==> src/rtl/countdown_pkg.sv <==
// Shared types and constants for the countdown timer.
package countdown_pkg;

    typedef enum logic {
        CD_IDLE = 1'b0,
        CD_RUN  = 1'b1
    } cd_state_t;

    localparam int CD_WIDTH_DEFAULT = 8;

endpackage : countdown_pkg

==> src/rtl/countdown_timer.sv <==
// Loadable down-counter that pulses done on expiry; one-shot by default,
// periodic when COUNTDOWN_AUTO_RELOAD_EN is defined.
module countdown_timer
    import countdown_pkg::*;
#(
    parameter int WIDTH = CD_WIDTH_DEFAULT
) (
    input  logic             clk,
    input  logic             rst_n,
    input  logic             count_clr,
    input  logic             load,
    input  logic [WIDTH-1:0] load_val,
    input  logic             count_en,
    output logic [WIDTH-1:0] count,
    output logic             busy,
    output logic             done,
    output logic             zero
);

    localparam logic [WIDTH-1:0] CNT_ZERO = '0;
    localparam logic [WIDTH-1:0] CNT_ONE  = WIDTH'(1);

    cd_state_t        state_q,  state_d;
    logic [WIDTH-1:0] count_q,  count_d;
    logic [WIDTH-1:0] period_q, period_d;
    logic             busy_q,   busy_d;
    logic             done_q,   done_d;

    // Next-state logic: clear > load > enabled decrement > hold.
    always_comb begin
        state_d  = state_q;
        count_d  = count_q;
        period_d = period_q;
        done_d   = 1'b0;
        if (count_clr) begin
            state_d  = CD_IDLE;
            count_d  = CNT_ZERO;
            period_d = CNT_ZERO;
        end else if (load) begin
            count_d  = load_val;
            period_d = load_val;
            if (load_val != CNT_ZERO) begin
                state_d = CD_RUN;
            end else begin
                // A zero period expires on the spot.
                state_d = CD_IDLE;
                done_d  = 1'b1;
            end
        end else if ((state_q == CD_RUN) && count_en) begin
            if (count_q == CNT_ONE) begin
                done_d = 1'b1;
`ifdef COUNTDOWN_AUTO_RELOAD_EN
                count_d = period_q;
                state_d = CD_RUN;
`else
                count_d = CNT_ZERO;
                state_d = CD_IDLE;
`endif
            end else begin
                count_d = count_q - CNT_ONE;
            end
        end else begin
            state_d = state_q;
        end
        busy_d = (state_d == CD_RUN);
    end

    // State and output registers.
    always_ff @(posedge clk or negedge rst_n) begin
        if (!rst_n) begin
            state_q  <= CD_IDLE;
            count_q  <= CNT_ZERO;
            period_q <= CNT_ZERO;
            busy_q   <= 1'b0;
            done_q   <= 1'b0;
        end else begin
            state_q  <= state_d;
            count_q  <= count_d;
            period_q <= period_d;
            busy_q   <= busy_d;
            done_q   <= done_d;
        end
    end

    assign count = count_q;
    assign busy  = busy_q;
    assign done  = done_q;
    assign zero  = (count_q == CNT_ZERO);

endmodule : countdown_timer

==> config.mk <==
export PLATFORM = sky130hd
export DESIGN_NAME = countdown_timer
export DESIGN_NICKNAME = d
export VERILOG_FILES = /design/src/rtl/countdown_pkg.sv /design/src/rtl/countdown_timer.sv
export SDC_FILE = /design/constraint.sdc
export NUM_CORES = 1
export LEC_CHECK = 0
export CORE_MARGIN = 1.5
export CORE_UTILIZATION = 46
export DETAILED_ROUTE_END_ITERATION = 6
export GPL_TIMING_DRIVEN = 0
export PLACE_DENSITY_LB_ADDON = 0.15
export SLEW_MARGIN = 5
export SYNTH_ARGS = -nofsm -noshare
export SYNTH_HDL_FRONTEND = slang
export SYNTH_SLANG_ARGS = --single-unit
==> constraint.sdc <==
create_clock -name clk -period 4.3 [get_ports clk]
set_input_delay 0.43 -clock clk [delete_from_list [all_inputs] [get_ports clk]]
set_output_delay 0.43 -clock clk [all_outputs]
set_load 0.05 [all_outputs]
# Yosys cells after proc, flatten, opt, wreduce, memory -nomap -nowiden
# Index checks and enable logic that the tools add are counted.
[word_totals]
regBits = 10
input_bits = 13
word_cells = 25
output_inout_bits = 11
[classes]
n_mux = 14
n_eq_ne = 1
add_sub_neg = 1
n_reduce_logical = 6
[op_table]
columns = ["cell", "n"]
rows = [
  ["two-way mux 8 bit", 4],
  ["two-way mux 1 bit", 10],
  ["equality test 8 x 1 -> 1 bit (second input constant)", 1],
  ["logical NOT 8 bit", 1],
  ["nonzero test 8 bit", 1],
  ["subtractor 8 x 1 -> 8 bit (second input constant)", 1],
  ["nonzero test 3 bit", 2],
  ["AND reduction 2 bit", 1],
  ["logical AND 1 bit", 1],
]

# Logic depth before layout (Yosys ltp)
# Gate-level depths: netlist of the first run.
[logic_depth]
ltp_word = 5
depth_mapped = 6
ltp_nobuf = 5

# Worst setup path after synthesis of the first run
# Ideal clock, no wire load.
[synth_timing]
path_kind = "flip-flop to flip-flop"
start = "reg count_q[1], in the netlist count[1]"
end = "reg count_q[2], in the netlist count[2]"
required_time_ns = 4.204
slack_ns = 2.305
synth_period_minus_slack_ns = 1.995
n_path_buf = 1
setup_ns = 0.096
path_stages_with_launch = 7
arrival_ns = 1.898
path_cell_list = "dfrtp_1 -> inv_1 -> ha_1 -> and3_4 -> or4_4 -> buf_6 -> o32ai_2"
[synth_between]
elab_chain_len = 5
word_cells_on_any_way = 6
classes_between = "1 x add/sub; 1 x eq/ne; 4 x mux"
[synth_lines]
columns = ["item", "line_no", "rtl"]
rows = [
  ["start, declared", "countdown_timer.sv:24", "logic [WIDTH-1:0] count_q, count_d;"],
  ["start signal, assigned", "countdown_timer.sv:78", "count_q <= count_d;"],
  ["subtractor 8 x 1 -> 8 bit / equality test 8 x 1 -> 1 bit (equally long branches)", "countdown_timer.sv:60, countdown_timer.sv:50", ""],
  ["two-way mux 8 bit *", "countdown_timer.sv:50", "if (count_q == CNT_ONE) begin"],
  ["two-way mux 8 bit *", "countdown_timer.sv:49", "end else if ((state_q == CD_RUN) && count_en) begin"],
  ["two-way mux 8 bit *", "countdown_timer.sv:39", "end else if (load) begin"],
  ["two-way mux 8 bit *", "countdown_timer.sv:35", "if (count_clr) begin"],
]
# Mark *: on every way between the ends. The rest lies on a longest branch, timed or not. The select of a mux whose other input is x is not followed.
# A chain may end at the register's enable or synchronous reset.

# Worst setup path in the final report of the first run
[layout_timing]
start = "reg count_q[6], in the netlist count[6]"
end = "out zero"
[layout_between]
elab_chain_len = 1
[layout_lines]
columns = ["item", "line_no", "rtl"]
rows = [
  ["logical NOT 8 bit", "countdown_timer.sv:88", "assign zero = (count_q == CNT_ZERO);"],
  ["end, declared", "countdown_timer.sv:17", "output logic zero"],
]
# Every way passes these cells.

==> results of run 1 <==
worst max-delay path, stage by stage, from the launching register on:
cell and delay (ns):
dfrtp_1 0.43, nor4_1 0.35, and3_1 0.21, clkdlybuf4s50_1 0.80
routing by layer:
layer / global-route usage / part of all wire / vias up
li1: - / - / 325
met1: 0.337 / 0.45 / 310
met2: 0.391 / 0.48 / 20
met3: 0.0489 / 0.052 / 5
met4: 0.100 / 0.015 / 0
met5: 0 / 0 / -
sequential cells by signal (all words and copies together) (netlist names):
name,flops
done,1
count,8
busy,1
Yosys cell counts (all sizes together):
| cell | count |
|---|---|
| and3 | 2 |
| and2 | 1 |
| or4 | 4 |
| nand2 | 3 |
| o31a | 1 |
| xor2 | 2 |
| nor2b | 2 |
| o22ai | 5 |
| nor3b | 5 |
| nor4 | 3 |
| o32ai | 1 |
| a211oi | 2 |
| nor2 | 4 |
| buf | 1 |
| mux2i | 1 |
| nand3 | 1 |
| xnor2 | 2 |
| o21ai | 1 |
| nor3 | 2 |
| ha | 2 |
| a22oi | 1 |
| a211o | 1 |
| dfrtp | 10 |
| inv | 5 |
| clkbuf | 4 |
| a21oi | 8 |
area by class of cell:
type | instances | area [sq um] | area share
Inverter | 5 | 18.8 | 0.0200
Clock buffer | 3 | 22.5 | 0.0240
Sequential cell | 10 | 250 | 0.267
Timing Repair Buffer | 23 | 230 | 0.246
Buffer | 5 | 26.3 | 0.0280
Tap cell | 15 | 18.8 | 0.0200
Multi-Input combinational cell | 54 | 370 | 0.395
how the worst min path moves through the flow:
stage	end	slack, ns	cells past startpoint
finish	count[0]$_DFFE_PN0P_	0.49	1
global route	count[0]$_DFFE_PN0P_	0.53	1
CTS	count[0]$_DFFE_PN0P_	0.51	1
detailed placement	count[2]$_DFFE_PN0P_	0.58	1
global placement	count[0]$_DFFE_PN0P_	0.56	1
floorplan	busy$_DFFE_PN0P_	0.13	0
cells by family after synthesis:
logic type | synth area share
simple gates | 0.252
buf+inv | 0.0677
fa+ha+maj | 0.0376
flops | 0.376
compound gates | 0.199
mux | 0.0150
xor+xnor | 0.0526
where the power goes:
group          total (mW)  switching, mW  internal, mW
registers           0.109        0.00856         0.100
logic               0.102         0.0585        0.0431
clock network      0.0651         0.0328        0.0324
total               0.275         0.0998         0.176
stage by stage:
| step | setup WS (ns) | utilization | power, mW |
|---|---|---|---|
| after floorplan | 2.31 | - | 0.174 |
| after CTS | 1.81 | 0.711 | 0.276 |
| after global placement | 2.13 | 0.694 | 0.210 |
| after global routing | 1.75 | 0.711 | 0.290 |
| final | 1.82 | 0.711 | 0.275 |
| after detailed placement | 2.10 | 0.694 | 0.212 |
==> results.sh, run 1 <==
export IMPL_outcome="finished clean"
export IMPL_post_route_period_util=0.577
export IMPL_cts_hold_buffers=0
export IMPL_grt_pass1_vias=587
export IMPL_synth_area_sq_um=666
export IMPL_hold_ws_ns=0.494
export IMPL_yosysWarnings=0
export IMPL_ys_seq_elements=10
export IMPL_crit_start="count[6]$_DFFE_PN0P_"
export IMPL_viasPerCell=5.74
export IMPL_worstPathMaxFanout=5
export IMPL_synth_top_cell_by_area="dfrtp_1"
export IMPL_clk_latency_ns=0.27
export IMPL_synthTopCellsByArea="dfrtp_1, a21oi_1, nor3b_1"
export IMPL_fillCellCount=112
export IMPL_ys_seq_area_frac=0.376
export IMPL_arrival_ns=2.05
export IMPL_clkSinkCount=10
export IMPL_instances_no_fill=115
export IMPL_syn_area_per_cell_sq_um=9.00
export IMPL_drc=0
export IMPL_ir_worst_vdd_mv=0.203
export IMPL_path_clk_slew_ns=0.07
export IMPL_hpwlAfterDp_microns=1260
export IMPL_antenna_found_initial=0
export IMPL_cp_required_ns=3.87
export IMPL_synthCells=74
export IMPL_r2r_end="count[2]$_DFFE_PN0P_"
export IMPL_p_per_area_nw_per_um2=294
export IMPL_die_w_microns=41.0
export IMPL_core_area_sq_um=1320
export IMPL_cts_tree="yes"
export IMPL_layout_commonest_cell="clkdlybuf4s50_1"
export IMPL_syn_to_final_growth_pct=40.8
export IMPL_slew_limit_headroom=0.665
export IMPL_worst_pin_slew_ns=0.501
export IMPL_syn_nets=89
export IMPL_routed_wl_microns=1770
export IMPL_finish_instance_area_sq_um=937
export IMPL_grt_max_degree=11
export IMPL_antenna_left=0
export IMPL_rsz0062_at_grt="no"
export IMPL_criticalPathCategory="register to output pin"
export IMPL_setup_worst_path_start_class="register"
export IMPL_tns_ns=0
export IMPL_crit_path_end_kind="output pin"
export IMPL_clock_root_buffer="clkbuf_4"
export IMPL_synth_top_area_share=0.376
export IMPL_layout_min_cycle_time_ns=2.48
export IMPL_skew_ns=0.00535
export IMPL_r2r_start="count[1]$_DFFE_PN0P_"
export IMPL_wl_per_cell_microns=15.4
export IMPL_final_max_slew_viol_count=0
export IMPL_grt_pass1_wl_microns=2700
export IMPL_die_area_sq_um=1680
export IMPL_cts_resized=0
export IMPL_drt_pre_antenna_iters=4
export IMPL_grt_util_all_layers=0.252
export IMPL_vias=660
export IMPL_die_h_microns=41.0
export IMPL_row_count=13
export IMPL_overflow=0
export IMPL_reg2reg_depth=6
export IMPL_hold_class="input port to async pin"
export IMPL_synth_distinct_cells=28
export IMPL_drt_iter0_markers=11
export IMPL_cts_buffer_depth=2
export IMPL_finalHoldViolations=0
export IMPL_max_cap_violations=0
export IMPL_initial_core_util=0.505
export IMPL_max_clock_freq_ghz=0.403
export IMPL_io_buffers=23
export IMPL_drive_above_1_share=0.0700
export IMPL_cts_setup_buffers=0
export IMPL_dp_cells=112
export IMPL_p_leak_nw=0.375
export IMPL_r2r_slack_ns=2.55
export IMPL_crit_end="zero"
export IMPL_gp_congestion=0.816
export IMPL_htree_levels=1
export IMPL_insertedDiodeCount=0
export IMPL_nets=117
export IMPL_place_area_sq_um=915
export IMPL_setup_viol=0
export IMPL_final_cell_mix="clkdlybuf4s50_1, dfrtp_1, a21oi_1"
export IMPL_num_io_pins=24
export IMPL_cts_buffers=3
(Power assumes the default switching activity.)
==> run 2: changes to the inputs <==
--- a/config.mk
+++ b/config.mk
@@ -6,7 +6,7 @@
 export NUM_CORES = 1
 export LEC_CHECK = 0
 export CORE_MARGIN = 1.5
-export CORE_UTILIZATION = 46
+export CORE_UTILIZATION = 38
 export DETAILED_ROUTE_END_ITERATION = 6
 export GPL_TIMING_DRIVEN = 0
 export PLACE_DENSITY_LB_ADDON = 0.15
==> constraint.sdc (replaced) <==
create_clock -name clk -period 2.15 [get_ports clk]
set_input_delay 0.215 -clock clk [delete_from_list [all_inputs] [get_ports clk]]
set_output_delay 0.215 -clock clk [all_outputs]
set_load 0.05 [all_outputs]
==> results.sh, run 2 (same netlist as run 1, synthesis figures left out) <==
export IMPL_path_clk_slew_ns=0.06
export IMPL_die_area_sq_um=2010
export IMPL_r2r_start="count[1]$_DFFE_PN0P_"
export IMPL_vias=666
export IMPL_worst_pin_slew_ns=0.506
export IMPL_p_per_area_nw_per_um2=580
export IMPL_grt_pass1_vias=633
export IMPL_tns_ns=0
export IMPL_row_count=14
export IMPL_initial_core_util=0.422
export IMPL_hold_class="input port to async pin"
export IMPL_final_max_slew_viol_count=0
export IMPL_use_met1=0.266
export IMPL_ir_worst_vdd_mv=0.298
export IMPL_drt_pre_antenna_iters=4
export IMPL_hpwlAfterDp_microns=1290
export IMPL_fillCellCount=158
export IMPL_cp_required_ns=1.93
export IMPL_criticalPathCategory="register to output pin"
export IMPL_antenna_left=0
export IMPL_max_clock_freq_ghz=0.506
export IMPL_hold_ws_ns=0.285
export IMPL_rsz0062_at_grt="no"
export IMPL_cpPeakStageDelay_ns=0.52
export IMPL_cp_cell_sequence="nor4_1, and3_1, dlygate4sd2_1"
export IMPL_htree_levels=1
export IMPL_crit_path_end_kind="output pin"
export IMPL_arrival_ns=1.76
export IMPL_cts_tree="yes"
export IMPL_syn_to_final_growth_pct=40.8
export IMPL_num_io_pins=24
export IMPL_crit_path_top_delay_cell="dlygate4sd2_1"
export IMPL_core_area_sq_um=1580
export IMPL_reg2reg_depth=6
export IMPL_largest_reg_flops=8
export IMPL_wl_per_cell_microns=15.2
export IMPL_r2r_end="count[2]$_DFFE_PN0P_"
export IMPL_cts_resized=1
export IMPL_grt_max_degree=11
export IMPL_outcome="finished clean"
export IMPL_drt_iter0_markers=26
export IMPL_final_util=0.594
export IMPL_cts_hold_buffers=0
export IMPL_layout_commonest_cell="clkdlybuf4s50_1"
export IMPL_cts_buffers=3
export IMPL_overflow=0
export IMPL_busiest_layer="met2"
export IMPL_drive_above_1_share=0.0700
export IMPL_critPathTopFamily="simple AND/OR/NAND/NOR gates"
export IMPL_setup_viol=0
export IMPL_finalHoldViolations=0
export IMPL_post_route_period_util=0.920
export IMPL_drc=0
export IMPL_nets=117
export IMPL_skew_ns=0.00510
export IMPL_met2_usage=0.325
export IMPL_layout_min_cycle_time_ns=1.98
export IMPL_gp_congestion=0.813
export IMPL_worstPathMaxFanout=5
export IMPL_cp_num_buf_inv=1
export IMPL_p_leak_nw=0.379
export IMPL_insertedDiodeCount=0
export IMPL_clock_root_buffer="clkbuf_4"
export IMPL_die_h_microns=44.9
export IMPL_cts_buffer_depth=2
export IMPL_clkSinkCount=10
export IMPL_die_w_microns=44.9
export IMPL_final_cell_mix="clkdlybuf4s50_1, dfrtp_1, a21oi_1"
export IMPL_grt_pass1_wl_microns=2840
export IMPL_setup_worst_path_start_class="register"
export IMPL_gr_usage_met3=0.0360
export IMPL_antenna_found_initial=0
export IMPL_r2r_slack_ns=0.38
export IMPL_cts_setup_buffers=0
export IMPL_grt_util_all_layers=0.205
export IMPL_viasPerCell=5.74
export IMPL_clk_latency_ns=0.26
export IMPL_io_buffers=23
export IMPL_max_cap_violations=0
export IMPL_slew_limit_headroom=0.663
export IMPL_routed_wl_microns=1760
[run 2: cell types whose count changed in the layout (fill, tap and decap cells not counted), sizes merged]
cell           change
clkdlybuf4s50      -1
dlygate4sd2        +1
[run 2: how the worst max path moves through the flow]
| stage | from | end | slack, ns | cells past startpoint |
|---|---|---|---|---|
| global placement | count[6]$_DFFE_PN0P_ | zero | 0.19 | 3 |
| floorplan | count[1]$_DFFE_PN0P_ | count[2]$_DFFE_PN0P_ | 0.16 | 6 |
| finish | count[6]$_DFFE_PN0P_ | zero | 0.17 | 3 |
| global route | count[6]$_DFFE_PN0P_ | zero | 0.02 | 3 |
| CTS | count[6]$_DFFE_PN0P_ | zero | 0.16 | 3 |
| detailed placement | count[6]$_DFFE_PN0P_ | zero | 0.17 | 3 |
[run 2: report_power, final]
group	total, mW	switching (mW)	internal [mW]
Clock	0.124	0.0598	0.0644
Sequential	0.217	0.0166	0.200
Combinational	0.202	0.118	0.0845
[run 2: metal layers]
layer	share of wire	wire, microns
met1	0.46	819
met3	0.048	85
met5	0	0
met4	0.0074	13
met2	0.48	845
[run 2: stage by stage]
stage | total power, mW | worst slack, ns | area, sq um | instances
after floorplan | 0.348 | 0.155 | 666 | 74
after global placement | 0.422 | 0.193 | 916 | 113
after detailed placement | 0.425 | 0.174 | 916 | 113
after CTS | 0.550 | 0.160 | 937 | 116
after global routing | 0.580 | 0.0236 | 937 | 116
final | 0.543 | 0.173 | 937 | 116
[run 2: final cells by class]
type / instances / area (sq um) / area share
multi-input cells: 54 / 370 / 0.395
flip-flops and latches: 10 / 250 / 0.267
repair buffers: 23 / 229 / 0.244
plain buffers: 5 / 26.3 / 0.0280
clock buffers: 3 / 22.5 / 0.0240
well taps: 16 / 20.0 / 0.0214
inverters: 5 / 18.8 / 0.0200
